$ cat config.mk
export PLATFORM = sky130hd
export DESIGN_NAME = seq_detect_stream_ctrl_flat
export DESIGN_NICKNAME = d
export VERILOG_FILES = /design/src/rtl/seq_detect_stream_ctrl_if.sv /design/src/rtl/seq_detect_stream_ctrl.sv /design/src/flat_wrapper.sv
export SDC_FILE = /design/constraint.sdc
export NUM_CORES = 1
export LEC_CHECK = 0
export ABC_AREA = 1
export CORE_ASPECT_RATIO = 0.75
export CORE_UTILIZATION = 40
export DETAILED_ROUTE_END_ITERATION = 8
export DONT_BUFFER_PORTS = 1
export PLACE_DENSITY = 0.52
export SLEW_MARGIN = 5
export SYNTH_ARGS = -nofsm -noshare
export SYNTH_HDL_FRONTEND = slang
export SYNTH_SLANG_ARGS = --single-unit
$ cat constraint.sdc
create_clock -name clk -period 4.9 [get_ports clk]
set_clock_uncertainty 0.15 [all_clocks]
set_input_delay 0.98 -clock clk [delete_from_list [all_inputs] [get_ports clk]]
set_output_delay 0.98 -clock clk [all_outputs]
set_load 0.01 [all_outputs]
$ cat src/rtl/seq_detect_stream_ctrl_if.sv
// Word-stream handshake, pattern configuration and match-status bundle
// between a word producer and seq_detect_stream_ctrl.
interface seq_detect_stream_ctrl_if #(
  parameter int unsigned DATA_W = 8,
  parameter int unsigned PAT_W  = 4,
  parameter int unsigned CNT_W  = 16
);
  localparam int unsigned LEN_W = $clog2(PAT_W + 1);

  logic              start;
  logic [PAT_W-1:0]  cfg_pattern;
  logic [LEN_W-1:0]  cfg_len;
  logic              cfg_overlap;
  logic [DATA_W-1:0] in_data;
  logic              in_valid;
  logic              in_last;
  logic              in_ready;
  logic              busy;
  logic              match_pulse;
  logic [CNT_W-1:0]  match_count;
  logic              done;

  modport master (
    output start, cfg_pattern, cfg_len, cfg_overlap, in_data, in_valid, in_last,
    input  in_ready, busy, match_pulse, match_count, done
  );

  modport slave (
    input  start, cfg_pattern, cfg_len, cfg_overlap, in_data, in_valid, in_last,
    output in_ready, busy, match_pulse, match_count, done
  );
endinterface

$ cat src/rtl/seq_detect_stream_ctrl.sv
// Serializes accepted words MSB first into a programmable bit-pattern
// detector; counts overlapping or non-overlapping matches across the stream.
module seq_detect_stream_ctrl #(
  parameter int unsigned DATA_W = 8,
  parameter int unsigned PAT_W  = 4,
  parameter int unsigned CNT_W  = 16
) (
  input  logic                    clk,
  input  logic                    rst,
  seq_detect_stream_ctrl_if.slave bus
);
  localparam int unsigned LEN_W  = $clog2(PAT_W + 1);
  localparam int unsigned BCNT_W = $clog2(DATA_W + 1);

  typedef enum logic [1:0] {S_IDLE, S_WAIT, S_SHIFT, S_DONE} state_e;

  state_e            state_q, state_d;
  logic [DATA_W-1:0] data_q, data_d;
  logic              last_q, last_d;
  logic [BCNT_W-1:0] bcnt_q, bcnt_d;
  logic [PAT_W-1:0]  hist_q, hist_d;
  logic [LEN_W-1:0]  hval_q, hval_d;
  logic [PAT_W-1:0]  pat_q, pat_d;
  logic [LEN_W-1:0]  len_q, len_d;
  logic              ovl_q, ovl_d;
  logic              match_q, match_d;
  logic [CNT_W-1:0]  count_q, count_d;
  logic              ready_q, ready_d;
  logic              busy_q, busy_d;
  logic              done_q, done_d;

  logic [PAT_W-1:0]  hist_sh;
  logic [LEN_W-1:0]  hval_inc;
  logic [PAT_W-1:0]  len_mask;
  logic              hit;

  // State and datapath registers
  always_ff @(posedge clk or negedge rst) begin
    if (!rst) begin
      state_q <= S_IDLE;
      data_q  <= '0;
      last_q  <= 1'b0;
      bcnt_q  <= '0;
      hist_q  <= '0;
      hval_q  <= '0;
      pat_q   <= '0;
      len_q   <= '0;
      ovl_q   <= 1'b0;
      match_q <= 1'b0;
      count_q <= '0;
      ready_q <= 1'b0;
      busy_q  <= 1'b0;
      done_q  <= 1'b0;
    end else begin
      state_q <= state_d;
      data_q  <= data_d;
      last_q  <= last_d;
      bcnt_q  <= bcnt_d;
      hist_q  <= hist_d;
      hval_q  <= hval_d;
      pat_q   <= pat_d;
      len_q   <= len_d;
      ovl_q   <= ovl_d;
      match_q <= match_d;
      count_q <= count_d;
      ready_q <= ready_d;
      busy_q  <= busy_d;
      done_q  <= done_d;
    end
  end

  // Next-state, detector and registered-output decode
  always_comb begin
    state_d = state_q;
    data_d  = data_q;
    last_d  = last_q;
    bcnt_d  = bcnt_q;
    hist_d  = hist_q;
    hval_d  = hval_q;
    pat_d   = pat_q;
    len_d   = len_q;
    ovl_d   = ovl_q;
    match_d = 1'b0;
    count_d = count_q;

    hist_sh  = (hist_q << 1) | PAT_W'(data_q[DATA_W-1]);
    hval_inc = (hval_q == LEN_W'(PAT_W)) ? hval_q : hval_q + LEN_W'(1);
    for (int i = 0; i < PAT_W; i++) begin
      len_mask[i] = (LEN_W'(i) < len_q);
    end
    // A zero effective length never matches
    hit = (len_q != '0) && (hval_inc >= len_q) &&
          (((hist_sh ^ pat_q) & len_mask) == '0);

    case (state_q)
      S_IDLE, S_DONE: begin
        if (bus.start) begin
          pat_d   = bus.cfg_pattern;
          len_d   = (bus.cfg_len > LEN_W'(PAT_W)) ? LEN_W'(PAT_W) : bus.cfg_len;
          ovl_d   = bus.cfg_overlap;
          hist_d  = '0;
          hval_d  = '0;
          count_d = '0;
          state_d = S_WAIT;
        end
      end
      S_WAIT: begin
        if (bus.in_valid && ready_q) begin
          data_d  = bus.in_data;
          last_d  = bus.in_last;
          bcnt_d  = BCNT_W'(DATA_W);
          state_d = S_SHIFT;
        end
      end
      S_SHIFT: begin
        data_d = data_q << 1;
        hist_d = hist_sh;
        hval_d = hval_inc;
        bcnt_d = bcnt_q - BCNT_W'(1);
        if (hit) begin
          match_d = 1'b1;
          if (count_q != '1) count_d = count_q + CNT_W'(1);
          // Non-overlap: the next match must be built from fresh bits only
          if (!ovl_q) hval_d = '0;
        end
        if (bcnt_q == BCNT_W'(1)) begin
          state_d = last_q ? S_DONE : S_WAIT;
        end
      end
      default: state_d = S_IDLE;
    endcase

    ready_d = (state_d == S_WAIT);
    busy_d  = (state_d == S_WAIT) || (state_d == S_SHIFT);
    done_d  = (state_d == S_DONE);
  end

  assign bus.in_ready    = ready_q;
  assign bus.busy        = busy_q;
  assign bus.match_pulse = match_q;
  assign bus.match_count = count_q;
  assign bus.done        = done_q;
endmodule
$ cat src/flat_wrapper.sv
// flat-port wrapper written by rule: the top's interface ports become plain ports
module seq_detect_stream_ctrl_flat 
#(
  parameter int unsigned DATA_W = 8,
  parameter int unsigned PAT_W  = 4,
  parameter int unsigned CNT_W  = 16
)
  (clk, rst, bus_start, bus_cfg_pattern, bus_cfg_len, bus_cfg_overlap, bus_in_data, bus_in_valid, bus_in_last, bus_in_ready, bus_busy, bus_match_pulse, bus_match_count, bus_done);
  seq_detect_stream_ctrl_if #(.DATA_W(DATA_W), .PAT_W(PAT_W), .CNT_W(CNT_W)) bus_i ();
  input  logic clk;
  input  logic rst;
  input wire logic [$bits(bus_i.start)-1:0] bus_start;
  input wire logic [$bits(bus_i.cfg_pattern)-1:0] bus_cfg_pattern;
  input wire logic [$bits(bus_i.cfg_len)-1:0] bus_cfg_len;
  input wire logic [$bits(bus_i.cfg_overlap)-1:0] bus_cfg_overlap;
  input wire logic [$bits(bus_i.in_data)-1:0] bus_in_data;
  input wire logic [$bits(bus_i.in_valid)-1:0] bus_in_valid;
  input wire logic [$bits(bus_i.in_last)-1:0] bus_in_last;
  output wire logic [$bits(bus_i.in_ready)-1:0] bus_in_ready;
  output wire logic [$bits(bus_i.busy)-1:0] bus_busy;
  output wire logic [$bits(bus_i.match_pulse)-1:0] bus_match_pulse;
  output wire logic [$bits(bus_i.match_count)-1:0] bus_match_count;
  output wire logic [$bits(bus_i.done)-1:0] bus_done;
  assign bus_i.start = bus_start;
  assign bus_i.cfg_pattern = bus_cfg_pattern;
  assign bus_i.cfg_len = bus_cfg_len;
  assign bus_i.cfg_overlap = bus_cfg_overlap;
  assign bus_i.in_data = bus_in_data;
  assign bus_i.in_valid = bus_in_valid;
  assign bus_i.in_last = bus_in_last;
  assign bus_in_ready = bus_i.in_ready;
  assign bus_busy = bus_i.busy;
  assign bus_match_pulse = bus_i.match_pulse;
  assign bus_match_count = bus_i.match_count;
  assign bus_done = bus_i.done;
  seq_detect_stream_ctrl #(.DATA_W(DATA_W), .PAT_W(PAT_W), .CNT_W(CNT_W)) u_core (.clk(clk), .rst(rst), .bus(bus_i));
endmodule
# Word level (Yosys, flattened, before mapping)
# Cells that the tools add are included.
[totals]
register_bits = 49
inputBits = 21
out_inout_bits = 20
wordCells = 77
[classes]
n_addsub = 3
order_cmp = 6
n_eq_ne = 13
n_mux = 23
bitwise_logic = 3
n_reduce_logical = 15
[ops]
columns = ["op", "n"]
rows = [
  ["$mux W16", 3],
  ["$pmux W16 S2", 1],
  ["$mux W3", 6],
  ["$add A16 B1 Y16 const B", 1],
  ["$ne A16 B16 Y1 const B", 1],
  ["$pmux W8 S2", 1],
  ["$pmux W3 S2", 2],
  ["$eq A2 B2 Y1 const B", 4],
  ["$mux W2", 4],
  ["$mux W8", 1],
  ["$pmux W4 S2", 1],
  ["$reduce_and A2 Y1", 4],
  ["$lt A1 B3 Y1 const A", 2],
  ["$lt A2 B3 Y1 const A", 2],
  ["$ne A2 B1 Y1 const B", 3],
  ["$pmux W2 S3", 1],
  ["$and A4 B4 Y4", 1],
  ["$eq A2 B1 Y1 const B", 2],
  ["$eq A4 B1 Y1 const B", 1],
  ["$logic_not A4 Y1", 1],
  ["$mux W4", 1],
  ["$or A4 B1 Y4", 1],
  ["$reduce_and A4 Y1", 1],
  ["$reduce_bool A2 Y1", 2],
  ["other kinds (13)", 16],
]

# Logic depth before layout (Yosys ltp)
[depth]
ltp_word = 7
depth_mapped = 17
ltp_nobuf = 16

# Worst setup path before layout
# Ideal clock, no wire load.
[synth_path]
path_kind = "input -> register"
start = "input port bus_start"
end = "register u_core.busy_q (netlist: u_core.bus.busy)"
arrival_ns = 1.925
required_time_ns = 4.624
path_slack_ns = 2.699
cell_stages = 5
n_path_buf = 0
cell_sequence = "nand2_1 -> clkinv_1 -> o21ai_0 -> o21ai_0 -> ha_1"
[synth_between]
elab_chain_len = 4
word_cells_on_any_way = 5
cone_classes = "eq/ne (2); mux (2); reduce/logical (1)"
[synth_rtl]
columns = ["item", "line_no", "rtl"]
rows = [
  ["start, declared", "flat_wrapper.sv:12", "input wire logic [$bits(bus_i.start)-1:0] bus_start;"],
  ["$mux W2 *", "seq_detect_stream_ctrl.sv:97", "if (bus.start) begin"],
  ["$pmux W2 S3 *", "seq_detect_stream_ctrl.sv:95", "case (state_q)"],
  ["named net u_core.state_d[0]", "seq_detect_stream_ctrl.sv:17", "state_e state_q, state_d;"],
  ["$eq A2 B1 Y1 or $eq A2 B2 Y1 (tied branches)", "seq_detect_stream_ctrl.sv:134", "busy_d = (state_d == S_WAIT) || (state_d == S_SHIFT);"],
  ["$logic_or A1 B1 Y1 *", "seq_detect_stream_ctrl.sv:134", ""],
  ["named net u_core.busy_d", "seq_detect_stream_ctrl.sv:29", "logic busy_q, busy_d;"],
  ["end signal, assigned", "seq_detect_stream_ctrl.sv:67", "busy_q <= busy_d;"],
  ["end, declared", "seq_detect_stream_ctrl.sv:29", ""],
]
# The timed path passes the listed nets; every way through them passes the cells marked *.
# A chain may end at the register's enable or synchronous reset.

# Worst setup path after layout
[layout_path]
start = "register u_core.state_q[0]"
end = "register u_core.count_q[2] (netlist: u_core.bus.match_count[2])"
[layout_between]
elab_chain_len = 4
word_cells_on_any_way = 10
cone_classes = "eq/ne (5); mux (1); reduce/logical (4)"
[layout_rtl]
columns = ["item", "line_no", "rtl"]
rows = [
  ["start, declared", "seq_detect_stream_ctrl.sv:17", ""],
  ["start signal, assigned", "seq_detect_stream_ctrl.sv:55", "state_q <= state_d;"],
  ["$eq A2 B2 Y1 or $logic_not A2 Y1 (tied branches)", "seq_detect_stream_ctrl.sv:95", ""],
  ["$reduce_or A2 Y1", "seq_detect_stream_ctrl.sv:95", ""],
  ["$ne A2 B2 Y1 (no source line) or $reduce_bool A2 Y1 (tied branches)", "-", ""],
  ["$reduce_and A4 Y1 (no source line)", "-", ""],
  ["end signal, assigned", "seq_detect_stream_ctrl.sv:65", "count_q <= count_d;"],
  ["end, declared", "seq_detect_stream_ctrl.sv:27", "logic [CNT_W-1:0] count_q, count_d;"],
]
# Several ways; a longest one is shown, not always the timed one.

==> metrics.md <==
| Metric | Value |
|---|---|
| Post-synth top area share | 0.443 |
| Setup crit end | u_core.bus.match_count[2] |
| Wire length per cell | roughly 14 um |
| Pleak | 1.37 nW |
| Maximum VDD drop | 0.243 mV |
| Largest net degree at the start of global routing | 50 |
| DP Cell Count | 441 |
| CTS Buf Count | 5 |
| CTS tree | yes |
| Starting Density | 0.427 |
| Unique cell type count in the Yosys netlist | 32 |
| Peak Freq | 412 MHz |
| Count of final setup violators | 0 |
| Main flop type after synthesis | dfrtp_1 |
| Post-CTS Resized | 0 |
| Worst hold slack | 220 ps |
| Status | finished, violations left |
| Vias in the first global route | roughly 2,100 |
| Final Wtd Congestion | 0.818 |
| Type of origin of the critical path | register |
| Post-synthesis sequential area ratio | 0.443 |
| Cell Rows | 25 |
| Die span in y | 74.0 um |
| Avg Inst Size Synth | about 7.5 um2 |
| Initial antenna violation count | 0 |
| Die area | 0.00726 mm2 |
| Total number of vias | 2,255 |
| 1st-pass router iterations | 7 |
| Io pins | between 40 and 50 |
| Area delta synth->final | 4.79% |
| R2R cell count | 8 |
| CTS root buffer | clkbuf_8 |
| Post-Layout Cell Count | ~450 |
| Period utilization | 0.495 |
| Reg2reg start | u_core.state_q[0] |
| Cell Pwr Density | 521 mW/mm2 |
| Post-DP HPWL | 4.40 mm |
| Arrival @ worst endpoint | 2460 ps |
| Setup TNS | 0 ps |
| TritonCTS Sinks | 49 |
| Bufs on Longest Clock Path | 2 |
| RSZ-0062 raised after global routing | no |
| DR vias/cell | 5.03 |
| Crit Path Max Fanout | 27 |
| Final Hold Viols | 0 |
| DRC | 2 |
| DIE WIDTH | 98.1 um |
| Register bit total from synthesis | 49 |
| RR Endpoint | u_core.bus.match_count[2] |
| Core ar. | 0.00647 mm2 |
| EDFF count, synth | 0 |
| Worst setup EP type | register |
| Cells after Synth | 368 |
| Failing checks | DRC |
| First-pass GRT wire length | approximately 11 mm |
| Routed WL | approximately 6.1 mm |
| Htree depth | 2 |
| Yosys Warn Count | 0 |
| Worst Path Required | around 5000 ps |
| Ant diodes | 0 |
| Clk slew on worst S/H paths | 90 ps |
| DRT iter0 DRCs | 128 |
| Mapped Nets | 401 |
| Total grt overflow | 0 |
| Ys async rst share | 1.00 |
| Worst slew pin tran | between 700 and 800 ps |
| Layout cells sized above 1 | 0.0572 |
| Synth Cell Area | 0.00277 mm2 |
| Max Cap Viol | 0 |
| Final worst slack | 2470 ps |
| Setup crit start | u_core.state_q[0] |
| Post-layout util | 0.448 |
| Max-slew violations | 0 |
| Fin crit period | 2430 ps |
| Hold Path Class | input pin to async pin |
| Layout Nets | 400 |
| Setup bufs post-CTS | 0 |
| Total GRT Usage | 0.187 |
| Post-synth top area cell | dfrtp_1 |
| Dpl ws | 2320 ps |
| Area contributors post-synth | dfrtp_1, nand2_1, ha_1, nor2_1, inv_1 |
| ANT nets after route | 0 |
| Relative slew slack | 0.519 |
| Type of the worst setup path | register to register |
| Clk Latency, worst-skew pair | between 200 and 300 ps |
| Fillers | about 660 |
| Port Buf Inserts | 0 |
| Hold buffers post-CTS | 0 |
| Reg2Reg Setup Slack | 2470 ps |
-- worst max-delay path, cell delays in order, from the launching register on --
cell and delay (ps):
dfrtp_1 400, inv_1 90, ha_1 140, buf_4 290
nand2_1 150, nand2_1 560, nand3_4 330, nand2_1 130
nand2_1 60
-- registers in the layout, summed over array words and instances (netlist names) --
| signal | flops |
|---|---|
| u_core.bus.match_count | 16 |
| u_core.hist_q | 3 |
| u_core.state_q | 2 |
| u_core.pat_q | 4 |
| u_core.bus.busy | 1 |
| u_core.bus.in_ready | 1 |
| u_core.len_q | 3 |
| u_core.bus.match_pulse | 1 |
| u_core.last_q | 1 |
| u_core.bcnt_q | 4 |
| u_core.ovl_q | 1 |
| u_core.bus.done | 1 |
| u_core.hval_q | 3 |
| u_core.data_q | 8 |
-- power breakdown --
group | total (mW) | internal [mW] | switching, mW
clock network | 0.243 | 0.112 | 0.131
logic | 0.667 | 0.208 | 0.458
registers | 0.602 | 0.523 | 0.0783
-- area by class of cell --
class,instances,area [um2],area share
tap,81,101,0.0349
clock buffer,7,86.3,0.0298
timing repair buffer,1,7.51,0.00259
inverter,36,135,0.0466
sequential,49,1230,0.423
multi-input combinational,274,1340,0.463
-- layer usage --
| metal | global-route usage | wire (um) | share of wire | vias up |
|---|---|---|---|---|
| met5 | 0 | 0 | 0 | - |
| li1 | - | - | - | 1174 |
| met3 | 0.0536 | 309 | 0.051 | 4 |
| met1 | 0.263 | 3160 | 0.52 | 1031 |
| met2 | 0.286 | 2600 | 0.43 | 46 |
| met4 | 0.0438 | 43 | 0.0070 | 0 |
-- kinds of logic after synthesis --
kind of cell,Yosys count,synth area share
compound gates,43,0.0872
xor+xnor,6,0.0190
fa+ha+maj,12,0.0542
buf+inv,45,0.0714
flops,49,0.443
simple gates,213,0.325
-- cell usage in the layout, fill, tap and decap left out, drive strengths merged --
cell    instances
a21oi          10
a22o            1
a31oi           7
buf             1
clkbuf          7
clkinv          2
dfrtp          49
ha             12
inv            34
nand2         132
nand3          25
nand3b          1
nand4           3
nor2           46
nor3            5
o211ai          2
o21ai          19
o22ai           4
or3b            1
xnor2           2
xor2            4
-- Yosys cell counts, drive strengths merged, types with 2 or more instances --
cell and instances:
dfrtp 49, xnor2 2, inv 34, ha 12
clkbuf 3, o22ai 4, o211ai 2, nand4 3
o21ai 19, buf 6, nand2 132, clkinv 2
nor3 5, a31oi 7, nand3 25, nor2 46
xor2 4, a21oi 10
-- worst min path at each step --
stage / start / endpoint / slack [ps] / cells past startpoint
6_report: rst / u_core.len_q[0] / 220 / 0
5_1_grt: rst / u_core.len_q[1] / 180 / 0
4_1_cts: rst / u_core.len_q[1] / 210 / 0
3_5_place_dp: u_core.last_q / u_core.last_q / 320 / 2
3_3_place_gp: u_core.last_q / u_core.last_q / 320 / 2
2_1_floorplan: u_core.last_q / u_core.last_q / 290 / 2
-- stage by stage --
step | cell area, um2 | power [mW]
5_1_grt | 2900 | 1.68
3_5_place_dp | 2810 | 1.28
4_1_cts | 2900 | 1.54
3_3_place_gp | 2810 | 1.28
6_report | 2900 | 1.51
2_1_floorplan | 2770 | 1.17
Power figures use the tool's default switching activity.
